===== config.mk =====
export PLATFORM = sky130hd
export DESIGN_NAME = alu_sequencer
export DESIGN_NICKNAME = d
export VERILOG_FILES = /design/src/rtl/alu_sequencer.sv
export SDC_FILE = /design/constraint.sdc
export NUM_CORES = 1
export LEC_CHECK = 0
export ABC_AREA = 1
export ABC_CLOCK_PERIOD_IN_PS = 1700
export CAP_MARGIN = 10
export CORE_UTILIZATION = 57
export CTS_BUF_LIST = sky130_fd_sc_hd__clkbuf_4 sky130_fd_sc_hd__clkbuf_8
export DETAILED_ROUTE_END_ITERATION = 10
export PLACE_DENSITY = 0.89
export RECOVER_POWER = 50
export SLEW_MARGIN = 20
export SYNTH_ARGS = -nofsm -noshare
export SYNTH_HDL_FRONTEND = slang
export SYNTH_SLANG_ARGS = --single-unit

===== constraint.sdc =====
create_clock -name clk -period 1.7 [get_ports clk]
set_input_delay 0.34 -clock clk [delete_from_list [all_inputs] [get_ports clk]]
set_output_delay 0.34 -clock clk [all_outputs]
set_load 0.02 [all_outputs]

===== src/rtl/alu_sequencer.sv =====
// Sequences one instruction through an external ALU: regfile read, execute, writeback; accept-to-done 3 cycles, 4 per instruction.
// instr_ready is low while busy or while ext_we wins in IDLE; optional zero/neg flags via `define ALU_SEQ_FLAGS_EN.
module alu_sequencer #(
    parameter int DATA_W = 16,
    parameter int NREGS  = 16
) (
    input  logic              clk,
    input  logic              reset_n,
    input  logic [15:0]       instr,
    input  logic              instr_valid,
    output logic              instr_ready,
    input  logic              ext_we,
    input  logic [3:0]        ext_addr,
    input  logic [DATA_W-1:0] ext_data,
    input  logic [3:0]        dbg_addr,
    output logic [DATA_W-1:0] dbg_data,
    output logic [2:0]        alu_sel,
    output logic [DATA_W-1:0] alu_a,
    output logic [DATA_W-1:0] alu_b,
    input  logic [DATA_W-1:0] alu_out,
`ifdef ALU_SEQ_FLAGS_EN
    output logic              zero_flag,
    output logic              neg_flag,
`endif
    output logic              done,
    output logic              busy
);

    typedef enum logic [1:0] {
        IDLE = 2'd0,
        READ = 2'd1,
        EXEC = 2'd2,
        WB   = 2'd3
    } state_t;

    state_t            state;
    logic [DATA_W-1:0] regs [NREGS];
    logic [2:0]        op_q;
    logic [3:0]        rd_q;
    logic [3:0]        ra_q;
    logic [3:0]        rb_q;
    logic [DATA_W-1:0] result;

    // Bit 12 of the instruction is reserved and deliberately dropped.
    logic unused_reserved;
    assign unused_reserved = instr[12];

    assign instr_ready = (state == IDLE) && !ext_we;
    assign busy        = (state != IDLE);
    assign dbg_data    = regs[dbg_addr];

    always_ff @(posedge clk or negedge reset_n) begin
        if (!reset_n) begin
            state   <= IDLE;
            op_q    <= '0;
            rd_q    <= '0;
            ra_q    <= '0;
            rb_q    <= '0;
            result  <= '0;
            alu_sel <= '0;
            alu_a   <= '0;
            alu_b   <= '0;
            done    <= 1'b0;
            for (int i = 0; i < NREGS; i++) begin
                regs[i] <= '0;
            end
`ifdef ALU_SEQ_FLAGS_EN
            zero_flag <= 1'b0;
            neg_flag  <= 1'b0;
`endif
        end else begin
            done <= 1'b0;
            case (state)
                IDLE: begin
                    // External writes win over a pending instruction.
                    if (ext_we) begin
                        regs[ext_addr] <= ext_data;
                    end else if (instr_valid) begin
                        op_q  <= instr[15:13];
                        rd_q  <= instr[11:8];
                        ra_q  <= instr[7:4];
                        rb_q  <= instr[3:0];
                        state <= READ;
                    end
                end
                READ: begin
                    alu_sel <= op_q;
                    alu_a   <= regs[ra_q];
                    alu_b   <= regs[rb_q];
                    state   <= EXEC;
                end
                EXEC: begin
                    result <= alu_out;
                    done   <= 1'b1;
                    state  <= WB;
                end
                WB: begin
                    regs[rd_q] <= result;
`ifdef ALU_SEQ_FLAGS_EN
                    zero_flag <= (result == '0);
                    neg_flag  <= result[DATA_W-1];
`endif
                    state <= IDLE;
                end
                default: state <= IDLE;
            endcase
        end
    end

endmodule


==> qor.txt, run 1 <==
CTS root buf - clkbuf_8
Mapped Nets - 3446
Asr flop ratio synth - 100%
GR Overflow Total - 539
DP Worst Slack - -874 ps
Most used DFF post-synth - dfrtp_1
Status - stopped before the end
# IOs - 114
Routability congestion estimate - 1.07
Pin count of the biggest net entering global routing - 67
Clock sinks - 325
Register area share after synthesis - 36.3%
Yosys reg bits - 325
DP Wirelength - 69100 um
Syn_area_per_cell - 6.63 um2
H-tree depth - 2
Post-synthesis cell type count - 26
Ys Warns - 0
DIE WIDTH - 200 um
CTS buffer count - 58
Synthesized netlist cell count - 3381
Vias in the first global route - 39500
Clock tree buffer depth - 3
Halt Stage - global routing
Err - [ERROR GRT-0116] Global routing finished with congestion. Check the congestion regions in the DRC Viewer.
Starting Density - 57.8%
Die Ht - 200 um
Buffers added on ports - 112
EDFF count, synth - 0
Row cnt - 72
Total track usage - 84.1%
Synthesized area - 22400 um2
First-pass GRT wire length - 257000 um
[cells by family after synthesis]
logic type / Yosys count / synth area share, %
simple gates: 1980 / 37.3
flops: 325 / 36.3
buf+inv: 444 / 8.41
mux: 19 / 0.955
fa+ha+maj: 5 / 0.279
compound gates: 608 / 16.8
[synthesized netlist by cell type (8+ instances only)]
cell type / number / area [um2]
o211ai_1: 64 / 480
a21oi_2: 36 / 315
nand2_2: 18 / 113
nand2_4: 10 / 113
mux2_2: 19 / 214
buf_2: 47 / 235
nor2_1: 149 / 559
o21ai_0: 66 / 330
nand2_1: 1188 / 4460
inv_1: 152 / 571
dfrtp_1: 325 / 8130
o22ai_1: 256 / 1600
a21oi_1: 177 / 886
buf_6: 17 / 191
a21oi_4: 8 / 130
buf_1: 27 / 101
clkbuf_1: 190 / 713
nand3_1: 609 / 3050
[per-layer routing]
layer	global-route usage [%]	overflow
met2	91.7	276
met5	64.0	6
met1	83.4	65
met3	79.2	44
met4	82.1	148
[timing repair]
| action | 4_1_cts |
|---|---|
| endpoints found under the hold margin | 318 |
| setup buffers | 46 |
| hold buffers | 1 |
| pin swaps | 141 |
| gates resized for setup | 608 |
| setup endpoints to repair | 345 |
| cloned | 20 |
[through the flow]
stage	std cells	area [um2]
floorplan	3381	22500
global placement	4328	28400
detailed placement	4328	28400
CTS	4494	31800
==> run 2: changes to the inputs <==
ABC_CLOCK_PERIOD_IN_PS = 2200   (was 1700)
CORE_UTILIZATION = 40   (was 57)
CTS_BUF_LIST = default   (was sky130_fd_sc_hd__clkbuf_4 sky130_fd_sc_hd__clkbuf_8)
PLACE_DENSITY = default   (was 0.89)
PLACE_DENSITY_LB_ADDON = 0.15   (was default)
clock period = 2.2 ns   (was 1.7 ns; I/O delays follow)
==> run 2 against run 1 <==
Net effect:
- the flow now finishes, with violations (negative setup slack)
- synthesized area unchanged
- synthesized cell count stayed put
==> qor.txt, run 2 <==
Status - finished, violations left
Failing checks - negative setup slack
Routability congestion estimate - 0.996 (-7.3%)
Vias per cell - 6.11
Total track usage - 39.3%
CP Launch Point - regs[92]
# IOs - 114 (unchanged)
Clock tree buffer depth - 3 (unchanged)
Core area - 55200 um2
CTS root buf - clkbuf_16
Leading area contributor after synthesis - dfrtp_1
Area Overhead vs Synth - 26.3%
Fin area - 28300 um2
Final hold slack - 423 ps
Ranking of synthesized cells by area - dfrtp_1 36%, nand2_1 20%, nand3_1 14%
Critical Path Fanout Max - 2
MaxCap Viol Count - 0
Worst Path Arrival - 2050 ps
Register area share after synthesis - 36.3% (unchanged)
Clock sinks - 325 (unchanged)
Clock Power Share - 15.1%
Slowest cell on crit path - o211ai_1
Reg area - 8140 um2
Hold Vio Cnt, Final - 0
Commonest non-fill, non-tap cell in the layout - nand2_1
DRT Wirelength - 113000 um
EDFF count, synth - 0 (unchanged)
Instance count on the critical path - 5
Crit start category - register
Antenna diode count - 0
Synth Area in Compound Gates - 16.8% (unchanged)
Least-Margin Pin Slew - 1480 ps
Die Ht - 239 um (+19%)
Later-pin clock latency in the skew report - 620 ps
Main combinational cell family by area after synthesis - simple AND/OR/NAND/NOR gates
Reg2reg setup slack - 70 ps
Placed cell areas - 26400 um2 (-7.0%)
Slowest stage delay, CP - 510 ps
Critical Path End Type - output pin
Reg-to-Reg End - alu_a[12]
Yosys reg bits - 325 (unchanged)
Switching share of power - 52.4%
R2R cell count - 10
Post-synth top cells - 1188 x nand2_1, 609 x nand3_1, 325 x dfrtp_1
H-tree depth - 2 (unchanged)
Max-slew violations - 0
Non-Filler Instances - 4412
Post-synthesis adder-cell area fraction - 0.279% (unchanged)
Fraction of layout cells with a size suffix above 1 - 17.4%
DRC viols - 0
Data required, critical path - 1760 ps
Mux cell area share after synthesis - 0.955% (unchanged)
Fmax - 0.402 GHz
CTS tree - done
DIE AREA - 57000 um2
Crit-path cells - o211ai_1, nand3_1, nand3_1, nand2_2, buf_6
Routed wire length per instance - 25.5 um
Smallest setup slack after layout - -290 ps
Number of flip-flops under the largest register name - 256
Initial detailed-routing violation count - 3703
Most frequent CP cell - nand3_1
NumNets Final - 3697
Internal - 0.0227 W
Synth top area share - 36.3% (unchanged)
Syn_area_per_cell - 6.63 um2 (unchanged)
RSZ-0062 raised after global routing - yes
Post-synthesis cell type count - 26 (unchanged)
Cell family with most CP delay - compound AO/OA/AOI/OAI gates
Largest Register - regs
Synthesized area - 22400 um2 (unchanged)
Area of the multi-input gates - 12600 um2
Pin count of the biggest net entering global routing - 65
Mapped Nets - 3446 (unchanged)
Top-count cell post-synth - nand2_1
Placed Cells - 4289 (-0.90%)
Leak - 13.8 nW
GR Overflow Total - 0
Vias in the first global route - 25800
DP Wirelength - 76700 um (+11%)
Setup violations, final - 10
DRT antenna net count - 0
Minimum clock period - 2490 ps
DIE WIDTH - 239 um (+19%)
Asr flop ratio synth - 100% (unchanged)
Crit Path Class - register to output pin
Worst Clk Skew - 30.1 ps
Synthesized netlist cell count - 3381 (unchanged)
CP bufs+invs - 1
P_sw - 0.0250 W
Peak supply drop - 1.02 mV
Ys Warns - 0 (unchanged)
Crit Reg-Reg Startpoint - ra_q[0]
Slew headroom - 1.65%
Most frequent cells in the layout - 1175 x nand2_1, 594 x nand3_1, 320 x dfrtp_1
Initial antenna violation count - 2
Routed vias - 26900
Path type of the worst min-delay path - input pin to register
CTS buffer count - 43 (-26%)
PD cells - 1680 nW/um2
Comb power frac - 62.5%
Post-Synth Simple-Gate Area - 37.3% (unchanged)
Buffers added on ports - 112 (unchanged)
First-pass GRT wire length - 166000 um
CTS clock-pin slew for the worst setup and hold paths - 60 ps
Most used DFF post-synth - dfrtp_1
Row cnt - 86 (+19%)
Xor-xnor portion of the synthesized cell area - 0% (unchanged)
Starting Density - 40.6% (-17 points)
Fin crit share - 113%
TritonRoute pass-1 iters - 6
Filler instances - 5545
Sequential share of power - 22.4%
Crit path to - dbg_data[12]
run 2: cells by family after synthesis:
logic type,count (synthesis)
flops,325
mux,19
compound gates,608
simple gates,1980
fa+ha+maj,5
buf+inv,444
run 2: tightest hold or removal path: cells and delay by family:
family	cells	cell delay [ps]
buffers and inverters	1	400
and+or+nand+nor	1	110
AOI/OAI and AO/OA	1	50
run 2: per-layer routing:
| layer | track usage, % | routed length (um) | share of wire (%) |
|---|---|---|---|
| met1 | 49.9 | 43200 | 38 |
| met2 | 59.2 | 48400 | 43 |
| met3 | 9.93 | 12900 | 11 |
| met4 | 25.4 | 8000 | 7.1 |
| met5 | 0 | 13 | 0.012 |
run 2: power by group through the flow:
stage | clock, W | sequential, W | combinational (W)
2_1_floorplan | 0 | 0.0104 | 0.0157
3_3_place_gp | 0 | 0.0106 | 0.0275
3_5_place_dp | 0 | 0.0107 | 0.0278
4_1_cts | 0.00725 | 0.0106 | 0.0283
5_1_grt | 0.00750 | 0.0109 | 0.0315
6_report | 0.00721 | 0.0107 | 0.0298
run 2: final cells by class:
type | instances | share of cell area (%)
Multi-Input combinational cell | 2612 | 44.4
Clock buffer | 64 | 4.58
Sequential cell | 325 | 28.8
Timing Repair Buffer | 493 | 16.4
Tap cell | 748 | 3.31
Clock inverter | 13 | 0.407
Inverter | 157 | 2.10
run 2: worst min path at each step:
| stage | startpoint | end | slack [ps] | depth (start not counted) |
|---|---|---|---|---|
| 2_1_floorplan | reset_n | alu_a[0] | 140 | 0 |
| 3_3_place_gp | reset_n | regs[215] | 400 | 1 |
| 3_5_place_dp | reset_n | regs[215] | 410 | 1 |
| 4_1_cts | reset_n | regs[215] | 360 | 2 |
| 5_1_grt | instr[15] | op_q[2] | 460 | 2 |
| 6_report | instr[4] | ra_q[0] | 420 | 3 |
run 2: what timing repair did:
| item | CTS | global route |
|---|---|---|
| setup endpoints to repair | 50 | 56 |
| hold endpoints to repair | 31 | 0 |
| pin swaps | 43 | 30 |
| resized for setup | 137 | 56 |
| hold buffers | 1 | 0 |
| setup buffers | 21 | 25 |
run 2: metrics by stage:
| step | worst slack (ps) | power (W) | utilization (%) | setup TNS (ps) |
|---|---|---|---|---|
| finish | -290 | 0.0477 | 51.3 | -1090 |
| global route | -335 | 0.0499 | 51.3 | -1370 |
| CTS | -142 | 0.0461 | 50.8 | -696 |
| global placement | -602 | 0.0381 | 47.8 | -13170 |
| detailed placement | -610 | 0.0385 | 47.8 | -13610 |
| floorplan | 327 | 0.0261 | - | 0 |
(Power assumes the default switching activity.)
